[config.mk]
export PLATFORM = sky130hd
export DESIGN_NAME = rr_chan_mux
export DESIGN_NICKNAME = d
export VERILOG_FILES = /design/src/rtl/rr_chan_mux_pkg.sv /design/src/rtl/rr_chan_mux_arb.sv /design/src/rtl/rr_chan_mux.sv
export SDC_FILE = /design/constraint.sdc
export NUM_CORES = 1
export LEC_CHECK = 0
export BUFFER_PORTS_ARGS = -buffer_cell sky130_fd_sc_hd__buf_2
export CAP_MARGIN = 15
export CORE_AREA = 2 2 53 55
export CTS_CLUSTER_SIZE = 14
export DETAILED_ROUTE_END_ITERATION = 10
export DIE_AREA = 0 0 55 57
export PLACE_DENSITY = 0.71
export SYNTH_ARGS = -nofsm -noshare
export SYNTH_HDL_FRONTEND = slang
export SYNTH_SLANG_ARGS = --single-unit
[constraint.sdc]
create_clock -name clk -period 1.7 [get_ports clk]
set_input_delay 0.085 -clock clk [delete_from_list [all_inputs] [get_ports clk]]
set_output_delay 0.085 -clock clk [all_outputs]
set_load 0.03 [all_outputs]
[src/rtl/rr_chan_mux_pkg.sv]
// rr_chan_mux_pkg
// Shared types and helpers for the N-channel round-robin / fixed-priority
// channel mux.
//   lock_state_e  : packet-lock FSM states (used only with RR_CHAN_MUX_PKT_LOCK_EN)
//   DEF_NCH/DEF_W : default channel count and data width
//   rr_wrap       : folds an index in [0, 2*nch) back into [0, nch)
//   next_rr_idx   : round-robin successor of a granted index
package rr_chan_mux_pkg;

    typedef enum logic {
        IDLE   = 1'b0,
        LOCKED = 1'b1
    } lock_state_e;

    localparam int DEF_NCH = 4;
    localparam int DEF_W   = 8;

    // Callers only ever pass values below 2*nch, so one subtraction is enough.
    function automatic int rr_wrap(input int i, input int nch);
        return (i >= nch) ? (i - nch) : i;
    endfunction

    function automatic int next_rr_idx(input int g, input int nch);
        return rr_wrap(g + 1, nch);
    endfunction

endpackage

[src/rtl/rr_chan_mux_arb.sv]
// rr_chan_mux_arb
// Purely combinational winner selection.
//   mode_rr     in  : 0 = lowest requesting index wins, 1 = search from ptr with wrap
//   req         in  : per-channel request vector
//   ptr         in  : round-robin start index
//   grant_idx   out : winning channel (0 when nothing requests)
//   grant_valid out : at least one channel requests
module rr_chan_mux_arb
    import rr_chan_mux_pkg::*;
#(
    parameter int NCH  = DEF_NCH,
    parameter int IDXW = $clog2(NCH)
) (
    input  logic            mode_rr,
    input  logic [NCH-1:0]  req,
    input  logic [IDXW-1:0] ptr,
    output logic [IDXW-1:0] grant_idx,
    output logic            grant_valid
);

    logic [IDXW-1:0] cand;

    // Both searches walk from the lowest-priority candidate to the highest so
    // that the last hit written is the winner.
    always_comb begin
        grant_valid = 1'b0;
        grant_idx   = '0;
        cand        = '0;
        if (mode_rr) begin
            for (int k = NCH - 1; k >= 0; k--) begin
                cand = IDXW'(rr_wrap(int'(ptr) + k, NCH));
                if (req[cand]) begin
                    grant_valid = 1'b1;
                    grant_idx   = cand;
                end
            end
        end else begin
            for (int i = NCH - 1; i >= 0; i--) begin
                cand = IDXW'(i);
                if (req[cand]) begin
                    grant_valid = 1'b1;
                    grant_idx   = cand;
                end
            end
        end
    end

endmodule

[src/rtl/rr_chan_mux.sv]
// rr_chan_mux
// Arbitrates NCH valid/ready input channels onto one registered output
// channel with one-cycle latency and full 1 beat/cycle throughput.
//   clk, rst_n   : clock, asynchronous active-low reset
//   mode_rr      : 0 = fixed priority, 1 = round-robin
//   in_valid     : per-channel valid
//   in_data      : channel i at bits [i*W +: W]
//   in_last      : end-of-packet marker (packet-lock build only)
//   in_ready     : one-hot (or zero) ready to the winning channel
//   out_valid    : output register holds a beat
//   out_data     : registered data
//   out_idx      : source channel of the output beat
//   out_ready    : downstream accepts
// Optional feature macro: RR_CHAN_MUX_PKT_LOCK_EN. When defined, a channel
// that starts a packet keeps the grant until its in_last beat, and the
// round-robin pointer advances only on that last beat.
module rr_chan_mux
    import rr_chan_mux_pkg::*;
#(
    parameter int NCH  = DEF_NCH,
    parameter int W    = DEF_W,
    parameter int IDXW = $clog2(NCH)
) (
    input  logic               clk,
    input  logic               rst_n,
    input  logic               mode_rr,
    input  logic [NCH-1:0]     in_valid,
    input  logic [NCH*W-1:0]   in_data,
    input  logic [NCH-1:0]     in_last,
    output logic [NCH-1:0]     in_ready,
    output logic               out_valid,
    output logic [W-1:0]       out_data,
    output logic [IDXW-1:0]    out_idx,
    input  logic               out_ready
);

    logic            load;
    logic            xfer;
    logic            eff_mode;
    logic            pkt_end;
    logic [NCH-1:0]  arb_req;
    logic [IDXW-1:0] grant_idx;
    logic            grant_valid;
    logic [IDXW-1:0] ptr_q;

    // The output register may take a new beat when empty or when the
    // current beat leaves this cycle.
    assign load     = !out_valid || out_ready;
    assign xfer     = grant_valid && load;
    assign in_ready = xfer ? (NCH'(1) << grant_idx) : '0;

`ifdef RR_CHAN_MUX_PKT_LOCK_EN
    lock_state_e     state_q;
    lock_state_e     state_d;
    logic [IDXW-1:0] lock_idx_q;
    logic            lock_mode_q;

    // While a packet is open only its owner may request, and the mode seen
    // by the arbiter and pointer is the one captured at packet start.
    assign pkt_end  = in_last[grant_idx];
    assign eff_mode = (state_q == LOCKED) ? lock_mode_q : mode_rr;
    assign arb_req  = (state_q == LOCKED) ? (in_valid & (NCH'(1) << lock_idx_q)) : in_valid;

    always_ff @(posedge clk or negedge rst_n) begin
        if (!rst_n) begin
            state_q     <= IDLE;
            lock_idx_q  <= '0;
            lock_mode_q <= 1'b0;
        end else begin
            state_q <= state_d;
            if (xfer && state_q == IDLE) begin
                lock_idx_q  <= grant_idx;
                lock_mode_q <= mode_rr;
            end
        end
    end

    always_comb begin
        state_d = state_q;
        if (xfer) begin
            state_d = pkt_end ? IDLE : LOCKED;
        end
    end
`else
    logic unused_in_last;

    assign unused_in_last = ^in_last;
    assign pkt_end        = 1'b1;
    assign eff_mode       = mode_rr;
    assign arb_req        = in_valid;
`endif

    rr_chan_mux_arb #(
        .NCH  (NCH),
        .IDXW (IDXW)
    ) u_arb (
        .mode_rr     (eff_mode),
        .req         (arb_req),
        .ptr         (ptr_q),
        .grant_idx   (grant_idx),
        .grant_valid (grant_valid)
    );

    // Fixed-priority grants leave the pointer alone so round-robin resumes
    // where it stopped after a mode switch.
    always_ff @(posedge clk or negedge rst_n) begin
        if (!rst_n) begin
            ptr_q <= '0;
        end else if (xfer && eff_mode && pkt_end) begin
            ptr_q <= IDXW'(next_rr_idx(int'(grant_idx), NCH));
        end
    end

    always_ff @(posedge clk or negedge rst_n) begin
        if (!rst_n) begin
            out_valid <= 1'b0;
            out_data  <= '0;
            out_idx   <= '0;
        end else if (load) begin
            out_valid <= grant_valid;
            if (grant_valid) begin
                out_data <= in_data[grant_idx*W +: W];
                out_idx  <= grant_idx;
            end
        end
    end

endmodule

==> results.tsv <==
stage	metric	value	unit
cts	TritonCTS Sinks	13	
min_path	HP Class	input pin to register	
grt	vias in the first global route	1108	
detailed_routing	DRC	0	
worst_setup_path	Reg-to-Reg End	out_data[5]$_DFFE_PN0P_	
final_layout	ant diodes	0	
worst_setup_path	reg-to-reg critical path startpoint	ptr_q[1]$_DFFE_PN0P_	
sta	Setup Skew	3.503	ps
floorplanning	initial core utilization	36.27	%
floorplanning	row count	19	
worst_setup_path	kind of critical path	register to register	
worst_setup_path	CP endpoint kind	register	
grt	Total GRT Usage	20.37	%
min_path	Worst Hold Path Cells	2	
detailed_routing	Vias	1130	
yosys	synthesized area	948.4	µm²
sta	Final Cycle Share	110.8	%
job	Max-cap violations	0	
placement	Post-DP HPWL	1.961	mm
placement	dpl cell area	0.001359	mm²
yosys	count leader, synth	dfrtp_1	
sta	Hold Vio Cnt, Final	0	
min_path	hold path endpoint	out_valid$_DFFE_PN0P_	
yosys	post-synthesis register bit count	13	
cts	CTS Buffer Depth	2	
worst_setup_path	r2r setup slk	-180	ps
sta	Slew @ Worst Pin	388.4	ps
grt	first-pass GRT wire length	4.733	mm
sta	Slew Limit Headroom	73.87	%
yosys	cell taking the most area after synthesis	dfrtp_1	
power_and_ir_drop	leakage	0.8246	nW
sta	Hold Worst Slack	26.49	ps
grt	met3 usage	2.880	%
sta	setup TNS	-1800	ps
cts	Clock transition at path regs	90	ps
sta	crit path time final	1883	ps
cts	TritonCTS clock tree	built	
floorplanning	# IOs	59	
status	status	finished, violations left	
yosys	Yosys top cell area share	34.30	%
placement	worst slack at placement	-122.1	ps
sta	fmax	0.5310	GHz
cts	CTS H-Tree Depth	1	
grt	largest net degree at the start of global routing	14	
yosys	most frequent cells after synthesis	dfrtp_1, mux2i_1, a21oi_1	
power_and_ir_drop	Total Power	1.765	mW
final_layout	finished layout cell area	0.001697	mm²
yosys	Yosys cell types	29	
yosys	Mapped Cells	98	
yosys	Synth Flop Type	dfrtp_1	
detailed_routing	vias per cell	5.280	
grt	grt ovf	0	
yosys	sequential element share of the synthesized area	34.30	%
detailed_routing	DRT Pass-1 Iters	4	
floorplanning	die height	57	µm
placement	Placer Congestion	0.7743	
sta	Slew Limit Fails	0	
yosys	Synth async-reset ratio	100.0	%
status	failing checks	negative setup slack	
worst_setup_path	Setup crit start kind	register	
detailed_routing	Initial DRC Count	11	
worst_setup_path	Arrival @ worst endpoint	2050	ps
final_layout	Area Growth Syn to Fin	78.89	%
yosys	Post-synth EDFFs	0	
yosys	Synthesized Nets	142	
sta	setup violators final	12	
detailed_routing	drt total wl	3.221	mm
final_layout	final design utilization	64.88	%
final_layout	layout cell share with drive strength beyond 1	65.57	%
floorplanning	Die W	55	µm
yosys	top post-synthesis cells by area	dfrtp_1, mux2i_1, mux2_2, a21oi_1, o32ai_1	
placement	Port Buf Inserts	54	
cts	clk_lat worst skew	270	ps
worst_setup_path	FF-to-FF path depth	8	
final_layout	post-route insts no fill	214	
worst_setup_path	Worst EP required	1860	ps
power_and_ir_drop	pwr dens	1040	mW/mm²
cts	CTS root buf	clkbuf_4	
final_layout	Total Nets Final	228	
placement	DP Cell Count	192	
worst_setup_path	crit path from	ptr_q[1]$_DFFE_PN0P_	
cts	Num CTS Buffers	3	
yosys	syn_area_per_cell	9.678	µm²
yosys	Synth warnings	0	
sta	RSZ-0062 raised after global routing	true	
worst_setup_path	crit path max fanout	8	
detailed_routing	ANT nets after route	0	
grt	Global Route met1 Usage	25.21	%
detailed_routing	average routed wire per standard cell	15.05	µm
sta	final setup margin	-183.3	ps
final_layout	FILL cells	202	
grt	grt met2 use	35.03	%
grt	initial antenna violation count	0	
grt	Top Usage Layer GRT	met2	
min_path	min-delay src	out_ready	
floorplanning	core area	0.002615	mm²
floorplanning	die area	0.003135	mm²
power_and_ir_drop	peak supply drop	0.9719	mV
-- critical path: stages (launching register included) --
cell	delay [ps]
dfrtp_2	450
nand3b_1	160
a21oi_1	150
o22a_2	210
buf_12	140
buf_4	110
mux2i_1	190
mux2i_1	100
mux2_4	260
-- what timing repair did --
item | CTS | global route
setup buffers | 13 | 4
pin swaps | 9 | 13
setup endpoints to repair | 12 | 15
gates resized for setup | 21 | 21
gates cloned | 1 | 0
endpoints found under the hold margin | 13 | 0
hold buffers | 1 | 0
-- final cells by class --
| type | count | area (µm²) | area share (%) |
|---|---|---|---|
| Clock buffer | 4 | 26.28 | 1.549 |
| Inverter | 6 | 22.52 | 1.327 |
| Multi-Input combinational cell | 73 | 684.4 | 40.34 |
| Sequential cell | 13 | 326.6 | 19.25 |
| Tap cell | 31 | 38.79 | 2.286 |
| Timing Repair Buffer | 87 | 598.1 | 35.25 |
-- where the power goes --
group / total, mW / switching, mW / leakage (nW) / internal (mW)
clock: 0.194 / 0.103 / 0.0150 / 0.0907
combinational: 1.10 / 0.549 / 0.664 / 0.555
sequential: 0.467 / 0.0716 / 0.146 / 0.396
-- logic make-up (layout without fill, tap and decap cells) --
kind of cell    count (synthesis)  in the layout  share of synthesized area [%]
compound gates                 29             29                          22.30
xor+xnor                        1              1                         0.9237
buf+inv                        12             97                          6.992
flops                          13             13                          34.30
mux                            20             20                          22.56
simple gates                   23             23                          12.93
-- layer usage --
layer	up-vias	part of all wire [%]
met4	0	1.9
met1	534	39
li1	529	-
met2	59	51
met3	8	7.5
met5	-	0
-- placed cells by master (no fill, tap or decap), types with 4 or more instances in the layout --
cell,n
buf_4,25
nand2b_1,7
buf_6,8
inv_1,5
mux2_4,7
mux2i_1,10
a21oi_1,9
buf_2,50
o32ai_2,4
dfrtp_1,12
-- state kept, by name (all words and copies together) (netlist names) --
signal and count:
out_valid 1, out_data 8, out_idx 2, ptr_q 2
-- how the worst max path moves through the flow --
stage | endpoint | slack [ps] | cells after the start
finish | out_data[5]$_DFFE_PN0P_ | -180 | 8
global route | out_data[5]$_DFFE_PN0P_ | -330 | 8
floorplan | in_ready[2] | -90 | 5
CTS | in_ready[3] | -200 | 7
detailed placement | out_data[0]$_DFFE_PN0P_ | -120 | 6
global placement | out_data[7]$_DFFE_PN0P_ | -60 | 6
Note: power is estimated with default switching activity, not from simulation.
